[config.mk]
export PLATFORM = sky130hd
export DESIGN_NAME = atm_key_conditioner_flat
export DESIGN_NICKNAME = d
export VERILOG_FILES = /design/src/rtl/atm_key_conditioner_pkg.sv /design/src/rtl/atm_key_conditioner_if.sv /design/src/rtl/atm_key_conditioner_debounce.sv /design/src/rtl/atm_key_conditioner.sv /design/src/flat_wrapper.sv
export SDC_FILE = /design/constraint.sdc
export NUM_CORES = 1
export LEC_CHECK = 0
export ABC_AREA = 1
export BUFFER_PORTS_ARGS = -buffer_cell sky130_fd_sc_hd__buf_2
export CORE_UTILIZATION = 45
export DETAILED_ROUTE_END_ITERATION = 12
export HOLD_SLACK_MARGIN = 0.08
export PLACE_DENSITY_LB_ADDON = 0.1
export SLEW_MARGIN = 20
export SYNTH_ARGS = -nofsm -noshare
export SYNTH_HDL_FRONTEND = slang
export SYNTH_SLANG_ARGS = --single-unit
[constraint.sdc]
create_clock -name clk -period 1.3 [get_ports clk]
set_input_delay 0.065 -clock clk [delete_from_list [all_inputs] [get_ports clk]]
set_output_delay 0.065 -clock clk [all_outputs]
set_load 0.03 [all_outputs]
[src/rtl/atm_key_conditioner_pkg.sv]
// Shared constants for the ATM key conditioner.
//   SYNC_STAGES             : flops in each raw-input synchroniser
//   DEBOUNCE_CYCLES_DEFAULT : default stable-cycle count before acceptance
//   NUM_CH / CH_*           : channel count and channel indices
package atm_key_conditioner_pkg;
  localparam int SYNC_STAGES             = 2;
  localparam int DEBOUNCE_CYCLES_DEFAULT = 1000;
  localparam int NUM_CH                  = 3;
  localparam int CH_CARD                 = 0;
  localparam int CH_A                    = 1;
  localparam int CH_B                    = 2;
endpackage

[src/rtl/atm_key_conditioner_if.sv]
// Signal bundle between the raw switch/keys and the PIN-check FSM.
//   card_raw, key_a_raw, key_b_raw : asynchronous raw inputs
//   card                           : debounced card-present level
//   a, b                           : one-cycle accepted key pulses
//   key_conflict                   : one-cycle pulse on simultaneous A+B
// master = stimulus side, slave = conditioner.
interface atm_key_conditioner_if;
  logic card_raw;
  logic key_a_raw;
  logic key_b_raw;
  logic card;
  logic a;
  logic b;
  logic key_conflict;

  modport master (output card_raw, key_a_raw, key_b_raw,
                  input  card, a, b, key_conflict);
  modport slave  (input  card_raw, key_a_raw, key_b_raw,
                  output card, a, b, key_conflict);
endinterface

[src/rtl/atm_key_conditioner_debounce.sv]
// key_debounce: synchroniser + stable-count debouncer for one raw input.
//   clk, nrst    : clock, synchronous active-low reset
//   raw          : asynchronous input
//   stable       : debounced level
//   accept_rise  : high during the cycle whose edge accepts a 0->1 change
module key_debounce
  import atm_key_conditioner_pkg::*;
#(
  parameter int DEBOUNCE_CYCLES = DEBOUNCE_CYCLES_DEFAULT
) (
  input  logic clk,
  input  logic nrst,
  input  logic raw,
  output logic stable,
  output logic accept_rise
);
  localparam int CNT_W = $clog2(DEBOUNCE_CYCLES);
  localparam logic [CNT_W-1:0] CNT_MAX = CNT_W'(DEBOUNCE_CYCLES - 1);

  logic [SYNC_STAGES-1:0] sync_q;
  logic                   synced;
  logic [CNT_W-1:0]       cnt;
  logic                   accept;

  assign synced = sync_q[SYNC_STAGES-1];
  // accept is the condition that the coming edge commits synced into stable;
  // the top registers its pulses on that same edge.
  assign accept      = (synced != stable) && (cnt == CNT_MAX);
  assign accept_rise = accept & synced;

  always_ff @(posedge clk) begin
    if (!nrst) begin
      sync_q <= '0;
      stable <= 1'b0;
      cnt    <= '0;
    end else begin
      sync_q <= {sync_q[SYNC_STAGES-2:0], raw};
      // Any return to the stable value restarts the full count.
      if (synced == stable) begin
        cnt <= '0;
      end else if (cnt == CNT_MAX) begin
        stable <= synced;
        cnt    <= '0;
      end else begin
        cnt <= cnt + 1'b1;
      end
    end
  end
endmodule

[src/rtl/atm_key_conditioner.sv]
// atm_key_conditioner: debounces card switch and keys A/B, emits a clean
// card level and single-cycle a/b pulses, flags simultaneous A+B presses.
//   clk  : system clock
//   nrst : synchronous active-low reset
//   bus  : slave side of atm_key_conditioner_if (raw inputs, conditioned outputs)
module atm_key_conditioner
  import atm_key_conditioner_pkg::*;
#(
  parameter int DEBOUNCE_CYCLES = DEBOUNCE_CYCLES_DEFAULT
) (
  input  logic                  clk,
  input  logic                  nrst,
  atm_key_conditioner_if.slave  bus
);
  logic [NUM_CH-1:0] raw;
  logic [NUM_CH-1:0] stable;
  logic [NUM_CH-1:0] rise;
  logic              a_q, b_q, conflict_q;
  logic              unused_chan;

  assign raw[CH_CARD] = bus.card_raw;
  assign raw[CH_A]    = bus.key_a_raw;
  assign raw[CH_B]    = bus.key_b_raw;

  for (genvar i = 0; i < NUM_CH; i++) begin : g_ch
    key_debounce #(.DEBOUNCE_CYCLES(DEBOUNCE_CYCLES)) u_deb (
      .clk         (clk),
      .nrst        (nrst),
      .raw         (raw[i]),
      .stable      (stable[i]),
      .accept_rise (rise[i])
    );
  end

  // Key levels and card rising-accept carry no meaning downstream.
  assign unused_chan = stable[CH_A] ^ stable[CH_B] ^ rise[CH_CARD];

  // Gating uses the card level before the edge, so a key accepted on the
  // same edge the card is accepted is consumed silently.
  always_ff @(posedge clk) begin
    if (!nrst || !stable[CH_CARD]) begin
      a_q        <= 1'b0;
      b_q        <= 1'b0;
      conflict_q <= 1'b0;
    end else if (rise[CH_A] && rise[CH_B]) begin
      a_q        <= 1'b0;
      b_q        <= 1'b0;
      conflict_q <= 1'b1;
    end else begin
      a_q        <= rise[CH_A];
      b_q        <= rise[CH_B];
      conflict_q <= 1'b0;
    end
  end

  assign bus.card         = stable[CH_CARD];
  assign bus.a            = a_q;
  assign bus.b            = b_q;
  assign bus.key_conflict = conflict_q;
endmodule

[src/flat_wrapper.sv]
// flat-port wrapper written by rule: the top's interface ports become plain ports
module atm_key_conditioner_flat import atm_key_conditioner_pkg::*;
#(
  parameter int DEBOUNCE_CYCLES = DEBOUNCE_CYCLES_DEFAULT
)
  (clk, nrst, bus_card_raw, bus_key_a_raw, bus_key_b_raw, bus_card, bus_a, bus_b, bus_key_conflict);
  atm_key_conditioner_if bus_i ();
  input  logic clk;
  input  logic nrst;
  input wire logic [$bits(bus_i.card_raw)-1:0] bus_card_raw;
  input wire logic [$bits(bus_i.key_a_raw)-1:0] bus_key_a_raw;
  input wire logic [$bits(bus_i.key_b_raw)-1:0] bus_key_b_raw;
  output wire logic [$bits(bus_i.card)-1:0] bus_card;
  output wire logic [$bits(bus_i.a)-1:0] bus_a;
  output wire logic [$bits(bus_i.b)-1:0] bus_b;
  output wire logic [$bits(bus_i.key_conflict)-1:0] bus_key_conflict;
  assign bus_i.card_raw = bus_card_raw;
  assign bus_i.key_a_raw = bus_key_a_raw;
  assign bus_i.key_b_raw = bus_key_b_raw;
  assign bus_card = bus_i.card;
  assign bus_a = bus_i.a;
  assign bus_b = bus_i.b;
  assign bus_key_conflict = bus_i.key_conflict;
  atm_key_conditioner #(.DEBOUNCE_CYCLES(DEBOUNCE_CYCLES)) u_core (.clk(clk), .nrst(nrst), .bus(bus_i));
endmodule
======== Yosys cells after proc, flatten, opt, wreduce, memory -nomap -nowiden ========
Index checks and enable logic that the tools add are counted.
cells by class
  equality and inequality tests ........... 8
  reductions and logical operators ........ 13
  muxes and demuxes ....................... 1
  bitwise logic cells ..................... 6
  $add $sub $neg .......................... 3
operators with widths
  operator               number
  $add 10x1->10 const B  3
  $eq 10x10->1 const B   3
  $reduce_or 3->1        3
  $reduce_and 2->1       3
  $not 1->1              4
  $eq 1x1->1             3
  $logic_and 1x1->1      3
  $and 1x1->1            2
  $logic_not 1->1        2
  $ne 1x1->1             2
  $reduce_or 2->1        1
  $logic_or 1x1->1       1
  $mux 1                 1
word-level totals
  word-level logic and storage cells ...... 43
  output and inout port bits .............. 4
  input bits .............................. 5
  bits in registers ....................... 42

======== Logic depth before layout (Yosys ltp) ========
  word-level depth ........................ 5
  gate-level depth with buffers ........... 8
  mapped depth without buffers ............ 8

======== Hierarchy ========
A second synthesis with hierarchy kept.
unflattened totals
  cell total of the unflattened synthesis .. 260
  area, all modules ....................... 1,909.3 µm²
by module, submodules not included
  module                                   cells an instance  sequential area each (µm²)  area each (µm²)  instances
  key_debounce (u_core.g_ch[0].u_deb ...)  84                 260.2                       594.3            2
  key_debounce (u_core.g_ch[1].u_deb)      82                 260.2                       631.9            1
  atm_key_conditioner                      10                 60.1                        88.8             1

======== Least setup slack after synthesis ========
No wires, ideal clock.
  kind .................................... flip-flop to flip-flop
  start point ............................. reg u_core.g_ch[0].u_deb.cnt[0]
  end point ............................... reg u_core.g_ch[0].u_deb.cnt[2]
  slack ................................... 0.088 ns
  period minus slack after synthesis ...... 1.212 ns
  path buffers ............................ 0
  arrival time ............................ 1.094 ns
  required time ........................... 1.181 ns
  library setup time ...................... 0.119 ns
  stages on the path, launching flop included .. 7
  cell sequence ........................... dfxtp_1 > ha_1 > nand2_1 > nor2_1 > nand3_1 > nand2_2 > nor3_1
between the ends
  word-level cells in the longest chain between the ends .. 2
  elaborated cells on any way between the ends .. 3
  those cells by class .................... add/sub (1); eq/ne (1); reduce/logical (1)
RTL lines
  what                                                   RTL line                            text
  start, declared                                        atm_key_conditioner_debounce.sv:22  logic [CNT_W-1:0] cnt;
  start signal, assigned                                 atm_key_conditioner_debounce.sv:45  cnt <= cnt + 1'b1;
  branches (longest 2 deep; another with $add 10x1->10)  --
Parallel ways; which one is timed is not known.
A chain may end at the register's enable or synchronous reset.

======== Worst setup path after layout ========
  start point ............................. reg u_core.g_ch[1].u_deb.cnt[0]
  end point ............................... reg u_core.g_ch[1].u_deb.cnt[9]
between the ends
  word-level cells in the longest chain between the ends .. 2
  elaborated cells on any way between the ends .. 3
  those cells by class .................... add/sub (1); eq/ne (1); reduce/logical (1)
RTL lines
  what                                                   RTL line
  start, declared                                        atm_key_conditioner_debounce.sv:22
  start signal, assigned                                 atm_key_conditioner_debounce.sv:45
  branches (longest 2 deep; another with $add 10x1->10)  --
Parallel ways; which one is timed is not known.

==> results.toml <==
[outcome]
status = "completed"

[global_route]
grt_max_degree = 14
grt_pass1_wl_um = 5690
grt_overflow = 0
grt_pass1_vias = 1415
track_usage = 0.167
antenna_found_initial = 0

[critical_path]
cpMostUsedCell = "nand3_4"
slowest_delay_ns = 0.32
startpoint_type = "register"
crit_path_end_kind = "register"
crit_chain = "ha_1, nand2_2, inv_1, nand3_4, nand3_4, nor2_1"
required_ns = 1.53
worstSetupPathType = "register to register"
cp_slowest_cell = "dfxtp_1"
cp.arrival_ns = 1.43
crit_fanout = 10

[cts]
clkLatencyLatePin_ns = 0.29
clk_pin_slew_ns = 0.08
htreeDepth = 2
clock_path_buffers = 2
cts_tree = "done"
clockRootBuffer = "clkbuf_8"
cts_made_buffers = 5
clock_sinks = 42

[drt]
drt-initial-drc-count = 58
first_pass_iters = 4
drc_errors = 0
ant_nets = 0
routed_wl_um = 3300
wl_per_cell_um = 9.66
dr_total_vias = 1552
vias_per_cell = 4.54

[timing]
final.period_utilization = 0.924
finalMaxSlewViolations = 0
setup_viol = 0
relSlewSlack = 0.827
fmax_mhz = 832
tightest_slew_ns = 0.259
finalCriticalPeriod_ns = 1.20
hold_viol_final = 0
skew_ns = 0.00726
grt_setup_unrepaired = "true"

[die]
die_y_um = 67.8
io_pins = 9
die_area_um2 = 4590
core_um2 = 4090
die_width_um = 67.8
start_util = 0.476
fp-row-count = 23

[synth]
synth_cell_types = 23
yosys.cell_count.top_type = "nand2_1"
synth_nets = 273
synthTopCellsByArea = "dfxtp_1 (43%), nand2_1 (10%), inv_1 (9.8%)"
avgSynthCellArea_um2 = 7.35
synth_common_cells = "nand2_1 (53), inv_1 (51), dfxtp_1 (42)"
yosys_register_bits = 42
yosys_warnings = 0
synthCells = 265
synth_edf_count = 0
netlist.area_leader.share = 0.432
ys_seq_area_frac = 0.432
yosysTopAreaCell = "dfxtp_1"
async_flop_share = 0
netlist_area_um2 = 1950
synth_ff_type = "dfxtp_1"

[power]
ir_drop_mv = 0.594
p_leak_nw = 0.930
power.density_nw_per_um2 = 1030
p_total_mw = 2.40

[cells_and_area]
fin_cells = 342
drive_above_1_share = 0.192
antennaDiodeCount = 0
area_delta_synth_final_pct = 19.3
layout.nets = 300

[hold_path]
hp-class = "input pin to register"

[placed_design]
place_hpwl_um = 2410
placed_cells = 331
port_buffers = 8
routabilityCongestion = 0.757

[run]
max_cap_viol_count = 0
==> kinds of logic (layout without fill, tap and decap cells) <==
kind of cell / Yosys count / count (layout) / synth area share
flops: 42 / 42 / 0.432
simple gates: 140 / 141 / 0.354
xor+xnor: 9 / 9 / 0.0405
compound gates: 18 / 18 / 0.0514
fa+ha+maj: 3 / 3 / 0.0193
buf+inv: 53 / 79 / 0.103
==> per-layer routing <==
metal / global-route usage / routed length, um
met5: 0 / 0
met3: 0.0557 / 80
met2: 0.278 / 1450
met1: 0.203 / 1740
met4: 0.0469 / 30
==> sequential cells by signal, summed over array words and instances (netlist names) <==
| signal | cells |
|---|---|
| u_core.bus.key_conflict | 1 |
| u_core.g_ch.u_deb.stable | 3 |
| u_core.bus.a | 1 |
| u_core.g_ch.u_deb.sync_q | 6 |
| u_core.g_ch.u_deb.cnt | 30 |
| u_core.bus.b | 1 |
==> worst max-delay path: cells and delay by family, from the launching register on <==
family        cells  cell delay (ns)
fa+ha+maj         1             0.22
buf+inv           1             0.08
flops             1             0.32
simple gates      4             0.51
==> path summary, 6_finish.rpt <==
| path | startpoint | depth (start not counted) | end | slack (ns) |
|---|---|---|---|---|
| setup / recovery | u_core.g_ch[1].u_deb.cnt[0] | 6 | u_core.g_ch[1].u_deb.cnt[9] | 0.1 |
| hold / removal | nrst | 3 | u_core.g_ch[2].u_deb.sync_q[0] | 0.10 |
| setup reg to reg | u_core.g_ch[1].u_deb.cnt[0] | 6 | u_core.g_ch[1].u_deb.cnt[9] | 0.1 |
| hold reg to reg | u_core.g_ch[1].u_deb.sync_q[0] | 2 | u_core.g_ch[1].u_deb.sync_q[1] | 0.42 |
==> layout make-up <==
cell class / instances / area [um^2]
Clock inverter: 1 / 30.0
Multi-Input combinational cell: 171 / 972
Timing Repair Buffer: 20 / 138
Sequential cell: 42 / 843
Inverter: 52 / 195
Clock buffer: 6 / 82.6
Fill cell: 378 / 1760
Tap cell: 50 / 62.6
==> cell usage in the layout (no fill, tap or decap), drive strengths merged <==
| cell type | synthesis | routed |
|---|---|---|
| nand4 | 10 | 10 |
| dfxtp | 42 | 42 |
| ha | 3 | 3 |
| inv | 52 | 52 |
| a21oi | 11 | 11 |
| bufinv | 0 | 1 |
| nand2 | 58 | 59 |
| dlygate4sd3 | 0 | 3 |
| buf | 1 | 17 |
| xnor2 | 4 | 4 |
| nand3b | 1 | 1 |
| xor2 | 5 | 5 |
| nor2 | 45 | 45 |
| o21ai | 4 | 4 |
| a31oi | 1 | 1 |
| nor3 | 2 | 2 |
| o21bai | 2 | 2 |
| nand3 | 24 | 24 |
| clkbuf | 0 | 6 |
==> power breakdown <==
part	internal [mW]	switching, mW	total, mW	leakage, nW
registers	1.30	0.00503	1.30	0.341
logic	0.0245	0.0342	0.0587	0.532
clock network	0.614	0.421	1.04	0.0573
total	1.94	0.460	2.40	0.930
==> per-stage QoR <==
stage	hold WS [ns]	utilization	worst slack [ns]	area, um^2	TNS [ns]
6_report	0.102	0.569	0.0983	2320	0
5_1_grt	0.121	0.569	-0.00316	2320	-0.00316
4_1_cts	0.104	0.554	0.0564	2260	0
3_5_place_dp	0.249	0.517	0.0149	2110	0
3_3_place_gp	0.246	0.517	0.0570	2110	0
2_1_floorplan	0.163	-	0.0876	1950	0
==> timing repair <==
| action | in CTS | in global routing |
|---|---|---|
| endpoints found under the hold margin | 3 | 0 |
| resized for setup | 1 | 13 |
| endpoints found under the setup margin | 1 | 21 |
| gates cloned | 0 | 1 |
| buffers inserted | 0 | 0 |
| pin swaps | 0 | 1 |
| hold buffers | 3 | 0 |
Note: power is estimated with default switching activity, not from simulation.
